## config.mk

```make
export PLATFORM = sky130hd
export DESIGN_NAME = zuc256_in_packer
export DESIGN_NICKNAME = d
export VERILOG_FILES = /design/src/rtl/zuc256_io_pkg.sv /design/src/rtl/zuc256_in_packer.sv
export SDC_FILE = /design/constraint.sdc
export NUM_CORES = 2
export LEC_CHECK = 0
export ABC_AREA = 1
export CAP_MARGIN = 20
export CORE_AREA = 2 2 418 420
export DETAILED_ROUTE_END_ITERATION = 16
export DIE_AREA = 0 0 420 422
export SYNTH_ARGS = -nofsm -noshare
export SYNTH_HDL_FRONTEND = slang
export SYNTH_SLANG_ARGS = --single-unit
```

## constraint.sdc

```tcl
create_clock -name clk -period 1.5 [get_ports clk]
set_input_delay 0.3 -clock clk [delete_from_list [all_inputs] [get_ports clk]]
set_output_delay 0.3 -clock clk [all_outputs]
set_load 0.01 [all_outputs]
```

## src/rtl/zuc256_io_pkg.sv

```systemverilog
// Shared definitions for the ZUC-256 wrapper I/O path: packer states, default
// widths and the bit layout of the wrapper's 1024-bit input word.
package zuc256_io_pkg;

    typedef enum logic {
        ST_FILL = 1'b0,
        ST_HOLD = 1'b1
    } packer_state_t;

    localparam int DEF_IN_W  = 32;
    localparam int DEF_OUT_W = 1024;

    // Field positions inside the right-aligned wrapper input word
    localparam int ENC_AUTH_BIT = 528;
    localparam int KEY_MSB      = 527;
    localparam int KEY_LSB      = 272;
    localparam int IV_MSB       = 271;
    localparam int IV_LSB       = 144;
    localparam int BLOCK_MSB    = 143;
    localparam int BLOCK_LSB    = 16;
    localparam int I_LEN_MSB    = 15;
    localparam int I_LEN_LSB    = 8;
    localparam int TAG_LEN_MSB  = 7;
    localparam int TAG_LEN_LSB  = 0;

    localparam int FRAME_BEATS_MIN = 17;

endpackage

```

## src/rtl/zuc256_in_packer.sv

```systemverilog
// Packs a frame of narrow stream beats into one right-aligned wide word and
// holds it on a valid/ready port until the ZUC-256 wrapper takes it.
module zuc256_in_packer
    import zuc256_io_pkg::*;
#(
    parameter int IN_W  = DEF_IN_W,
    parameter int OUT_W = DEF_OUT_W,
    localparam int BEATS = OUT_W / IN_W,
    localparam int CNT_W = $clog2(BEATS) + 1
) (
    input  logic             clk,
    input  logic             reset,
    input  logic             clear,
    input  logic [IN_W-1:0]  s_data,
    input  logic             s_valid,
    input  logic             s_last,
    output logic             s_ready,
    output logic [OUT_W-1:0] out_data,
    output logic             out_valid,
    input  logic             out_ready,
    output logic [CNT_W-1:0] words_o
);

    packer_state_t    state;
    packer_state_t    state_next;
    logic [OUT_W-1:0] data;
    logic [CNT_W-1:0] cnt;
    logic             accept;
    logic             frame_end;

    assign accept    = s_valid && s_ready;
    // A full word completes the frame even without s_last
    assign frame_end = accept && (s_last || (cnt == CNT_W'(BEATS - 1)));

    always_ff @(posedge clk) begin
        if (reset) begin
            state   <= ST_FILL;
            data    <= '0;
            cnt     <= '0;
            words_o <= '0;
        end else begin
            state <= state_next;
            if (clear) begin
                data <= '0;
                cnt  <= '0;
            end else if (accept) begin
                data <= {data[OUT_W-IN_W-1:0], s_data};
                cnt  <= cnt + 1'b1;
                if (frame_end) begin
                    words_o <= cnt + 1'b1;
                end
            end else if (state == ST_HOLD && out_ready) begin
                data <= '0;
                cnt  <= '0;
            end
        end
    end

    always_comb begin
        state_next = state;
        if (clear) begin
            state_next = ST_FILL;
        end else begin
            case (state)
                ST_FILL: if (frame_end) state_next = ST_HOLD;
                ST_HOLD: if (out_ready) state_next = ST_FILL;
                default: state_next = ST_FILL;
            endcase
        end
    end

    always_comb begin
        s_ready   = (state == ST_FILL) && !clear && !reset;
        out_valid = (state == ST_HOLD);
        out_data  = data;
    end

endmodule
```

**Word level (Yosys, flattened, before mapping)**

Index checks and enable logic that the tools add are counted.

- Memory bits (read-only): 0
- Bits in registers: 1037
- Memories: 0
- Memory bits (writable): 0
- Output and inout bits: 1032
- Latch bits: 0
- Input port bits: 38

- Shifts and indexed selects: 0
- Mux-type cells: 7
- Divide/modulo/power cells: 0
- Add/subtract/negate cells: 1
- Magnitude comparators: 0
- Equality and inequality tests: 1
- Reduce and logical (&&, ||, !) cells: 11
- Bitwise logic cells: 2
- Multiply operators: 0

Operators with widths:

| cell | number |
|---|---|
| $mux W1024 | 2 |
| $mux W6 | 2 |
| $add A6 B1 Y6 const B | 1 |
| $eq A6 B5 Y1 const B | 1 |
| $logic_and A1 B1 Y1 | 5 |
| $reduce_and A3 Y1 | 1 |
| $logic_not A1 Y1 | 2 |
| $mux W1 | 2 |
| $not A1 Y1 | 2 |
| $pmux W1 S2 | 1 |
| $reduce_bool A2 Y1 | 1 |
| $reduce_or A2 Y1 | 1 |
| $logic_or A1 B1 Y1 | 1 |

**Depth between registers and ports, before layout**

- Depth in word-level cells: 7
- Gate-level depth with buffers: 9

**Least setup slack after synthesis**

Ideal clock, no wire load.

- Kind: register -> register
- Start: register state, in the netlist out_valid
- End: register data[514], in the netlist out_data[514]
- Slack: 112 ps
- Cell stages (with the launch flop): 10
- Required time: 1368 ps
- Period minus slack after synthesis: 1388 ps
- Setup time: 132 ps
- Data arrival time: 1255 ps
- Cell sequence: dfxtp_1 nor2_1 nand3_2 nand2_1 inv_2 buf_4 buf_4 buf_4 nand2_1 a21oi_1

- Cells in the longest elaborated chain, start to end: 5

RTL lines:

| what | RTL line | source |
|---|---|---|
| start: declaration | zuc256_in_packer.sv:24 | `packer_state_t state;` |
| start signal: assignment | zuc256_in_packer.sv:42 | `state <= state_next;` |
| $not A1 Y1 | - |  |
| $logic_and A1 B1 Y1 (2 in series) | zuc256_in_packer.sv:73 | `s_ready = (state == ST_FILL) && !clear && !reset;` |
| $logic_and A1 B1 Y1 | zuc256_in_packer.sv:31 | `assign accept = s_valid && s_ready;` |
| $mux W1024 or $reduce_bool A2 Y1 (tied branches) | - |  |
| end signal: assignment | zuc256_in_packer.sv:47 | `data <= {data[OUT_W-IN_W-1:0], s_data};` |
| end: declaration | zuc256_in_packer.sv:26 | `logic [OUT_W-1:0] data;` |

Parallel ways exist; a longest one is shown, timed or not.
A chain may end at the register's enable or synchronous reset.

**Worst setup path after layout**

- Start: register state, in the netlist out_valid
- End: register data[770], in the netlist out_data[770]

The elaborated chain is that of the path after synthesis.

==> reports/summary.txt <==
Post-Synthesis Cells -> 4536
Area fraction of the dominant cell type after synthesis -> 57.8%
Final worst path period share -> 117%
Synth warnings -> 0
P per Cell Area -> 961 mW/mm²
CP required -> 2180 ps
Worst-path cell chain -> nor2_2 > nand3_4 > clkinv_8 > buf_12 > clkbuf_16 > clkbuf_16 > nand2_1 > a21oi_1
Layout cell share with drive strength beyond 1 -> 41.2%
Nets -> 6374
Met3 WL post-DR -> 12000 µm
Hold path cells -> 3
Number of synthesized register bits -> 1037
Mapped Area -> 0.0359 mm²
Overall Power -> 59800 µW
Via count -> 38600
Port Buf Inserts -> 1069
Routed length on met2 -> 88500 µm
Final cell count without fillers -> 8758
Core ar. -> 0.173 mm²
Hold Path Class -> in -> reg
Syn_area_per_cell -> 7.91 µm²
H-tree Lvls -> 3
Min setup slack post-route -> -259 ps
Max Cap Violations -> 0
Crit Path Max Fanout -> 11
RR Endpoint -> out_data[770]$_SDFFE_PP0P_
Num ports -> 1070
Post-DP HPWL -> 124000 µm
Worst r2r src -> out_valid$_SDFF_PP0_
Wirelength per Cell -> 20.1 µm
GRT Util Overall -> 18.4%
Most used cell, CP -> clkbuf_16
Slew @ Worst Pin -> 505 ps
Setup crit end kind -> flip-flop
Root Driver -> clkbuf_16
Die H -> 422 µm
Reg2reg setup slack -> -260 ps
Initial DRC Count -> 2657
Gr ovfl total -> 0
Critical path's top delay family -> buffers and inverters
CTS max path bufs -> 3
Filler cell count -> 17500
Final min period -> 1760 ps
Final Hold Fails -> 0
Area added between synthesis and finish -> 73.4%
Worst setup SP type -> flip-flop
F_max -> 569 MHz
Final ANT Viol Nets -> 0
Sequential fraction of the synthesis area -> 57.8%
TritonCTS Buffers -> 114
Die footprint -> 0.177 mm²
Slew HR -> 66.3%
Leakage power figure -> 0.0248 µW
Final setup fails -> 1755
DRT met1 WL -> 66900 µm
WL final -> 176000 µm
Cell variety after synth -> 23
Placed Cells -> 7962
Post-synth top area cell -> dfxtp_1
Vias in the first global route -> 36600
Clock sinks -> 1037
Largest net degree at the start of global routing -> 107
Initial antenna violation count -> 2
R2R depth -> 8
CTS tree -> built
Critical path's slowest cell -> dfxtp_2
RSZ-0062 raised after global routing -> yes
Hold path startpoint -> s_data[19]
GP Congestion -> 0.912
Setup Skew -> 35.0 ps
Crit Path Class -> reg -> reg
Vias/cell -> 4.40
Final slew viol count -> 0
CP max stage delay -> 330 ps
Syn_nets -> 4575
Cell Rows -> 153
Number of remaining DRC errors -> 0
Highest metal used -> met4
Chip width -> 420 µm
Clk slew on worst S/H paths -> 60 ps
WP buf/inv -> 4
Clock Latency Late Sink -> 770 ps
Initial Utilization -> 20.8%
Failing checks -> setup timing
Critical Path AT -> 2430 ps
First-pass GRT wire length -> 245000 µm
Drt pass-1 iters -> 7
Status -> finished with violations
Top post-synthesis cells by area -> dfxtp_1 (58%), nand2_1 (22%), a21oi_1 (14%)
Worst vdd ir -> 0.000946 V
Worst hold path endpoint -> out_data[19]$_SDFFE_PP0P_
flip-flops by register name, indices dropped and copies added (netlist names):
signal,cells
words_o,6
out_valid,1
out_data,1024
cnt,6
synthesized netlist by cell type:
master    instances
nand2_1        2078
dfxtp_1        1037
a21oi_1        1034
buf_4           110
clkbuf_1        106
buf_2            98
buf_6            13
buf_1            12
inv_1            12
nor2_1           10
nand3_1           7
clkbuf_4          5
inv_2             3
nand4_1           2
ha_1              1
nand3_2           1
nand3b_1          1
o21ai_0           1
o21ai_1           1
o21bai_1          1
o21bai_2          1
or2_2             1
xnor2_1           1
power by group:
group | switching (µW) | internal, µW | total [µW]
registers | 15.6 | 27300 | 27300
logic | 1500 | 883 | 2380
clock network | 12400 | 17700 | 30100
how the worst max path moves through the flow:
stage	startpoint	to	slack, ps	depth (start not counted)
global route	out_valid$_SDFF_PP0_	words_o[5]$_SDFFE_PP0P_	-300	9
floorplan	out_valid$_SDFF_PP0_	out_data[514]$_SDFFE_PP0P_	110	9
CTS	out_valid$_SDFF_PP0_	s_ready	-290	3
finish	out_valid$_SDFF_PP0_	out_data[770]$_SDFFE_PP0P_	-260	8
detailed placement	clear	out_data[315]$_SDFFE_PP0P_	-720	8
global placement	clear	out_data[315]$_SDFFE_PP0P_	-730	8
worst reg2reg max path, delay by kind of cell (launching register included):
kind | cells | cell delay [ps]
buf+inv | 4 | 640
simple gates | 3 | 510
flops | 1 | 330
compound gates | 1 | 210
final cells by class:
type | instances | area (µm²) | share of cell area [%]
Sequential cell | 1037 | 22000 | 35.3
Timing Repair Buffer | 2026 | 20000 | 32.2
Multi-Input combinational cell | 3140 | 13200 | 21.3
Clock buffer | 164 | 3350 | 5.38
Tap cell | 2325 | 2910 | 4.67
Clock inverter | 47 | 666 | 1.07
Inverter | 15 | 81.3 | 0.131
Timing Repair inverter | 1 | 11.3 | 0.0181
Antenna cell | 3 | 7.51 | 0.0121
logic make-up (layout without fill, tap and decap cells):
| kind of cell | after synthesis | count (layout) | synth area share (%) |
|---|---|---|---|
| simple gates | 2100 | 2100 | 22.0 |
| flops | 1037 | 1037 | 57.8 |
| xor+xnor | 1 | 1 | 0.0244 |
| other cells | 0 | 3 | 0 |
| fa+ha+maj | 1 | 1 | 0.0349 |
| buf+inv | 359 | 2253 | 5.57 |
| compound gates | 1038 | 1038 | 14.5 |
per-layer routing:
layer	up-vias	GRT usage [%]
met5	-	0
met2	1418	32.6
li1	18200	-
met4	0	8.40
met1	18600	20.9
met3	357	3.97
cell usage in the layout, fill, tap and decap left out, types with 15 or more instances in the layout:
cell / netlist / routed
nand2_1: 2078 / 2064
dlygate4sd2_1: 0 / 269
buf_12: 0 / 77
a21oi_1: 1034 / 1026
dfxtp_1: 1037 / 306
dfxtp_4: 0 / 118
clkbuf_8: 0 / 31
clkdlybuf4s50_1: 0 / 37
clkdlybuf4s15_1: 0 / 21
clkbuf_16: 0 / 127
buf_16: 0 / 15
buf_4: 110 / 839
clkbuf_1: 106 / 19
buf_6: 13 / 741
clkinv_2: 0 / 17
dfxtp_2: 0 / 613
stage by stage:
step	worst slack (ps)	instance area, µm²	TNS (ps)	hold slack [ps]	util (%)
floorplan	112	35900	0	372	-
global placement	-735	51500	-623920	448	29.8
detailed placement	-718	51500	-626700	453	29.8
CTS	-294	61200	-321390	0.787	35.4
global route	-296	62200	-317710	62.8	36.0
finish	-259	62200	-170570	98.0	36.0
repair_timing:
item                       4_1_cts  5_1_grt
gates cloned                     0       14
gates resized for setup       5051      257
hold buffers                     0        0
setup endpoints to repair     2046     2069
buffers inserted               544       24
pin swaps                        1        1
Note: power is estimated with default switching activity, not from simulation.
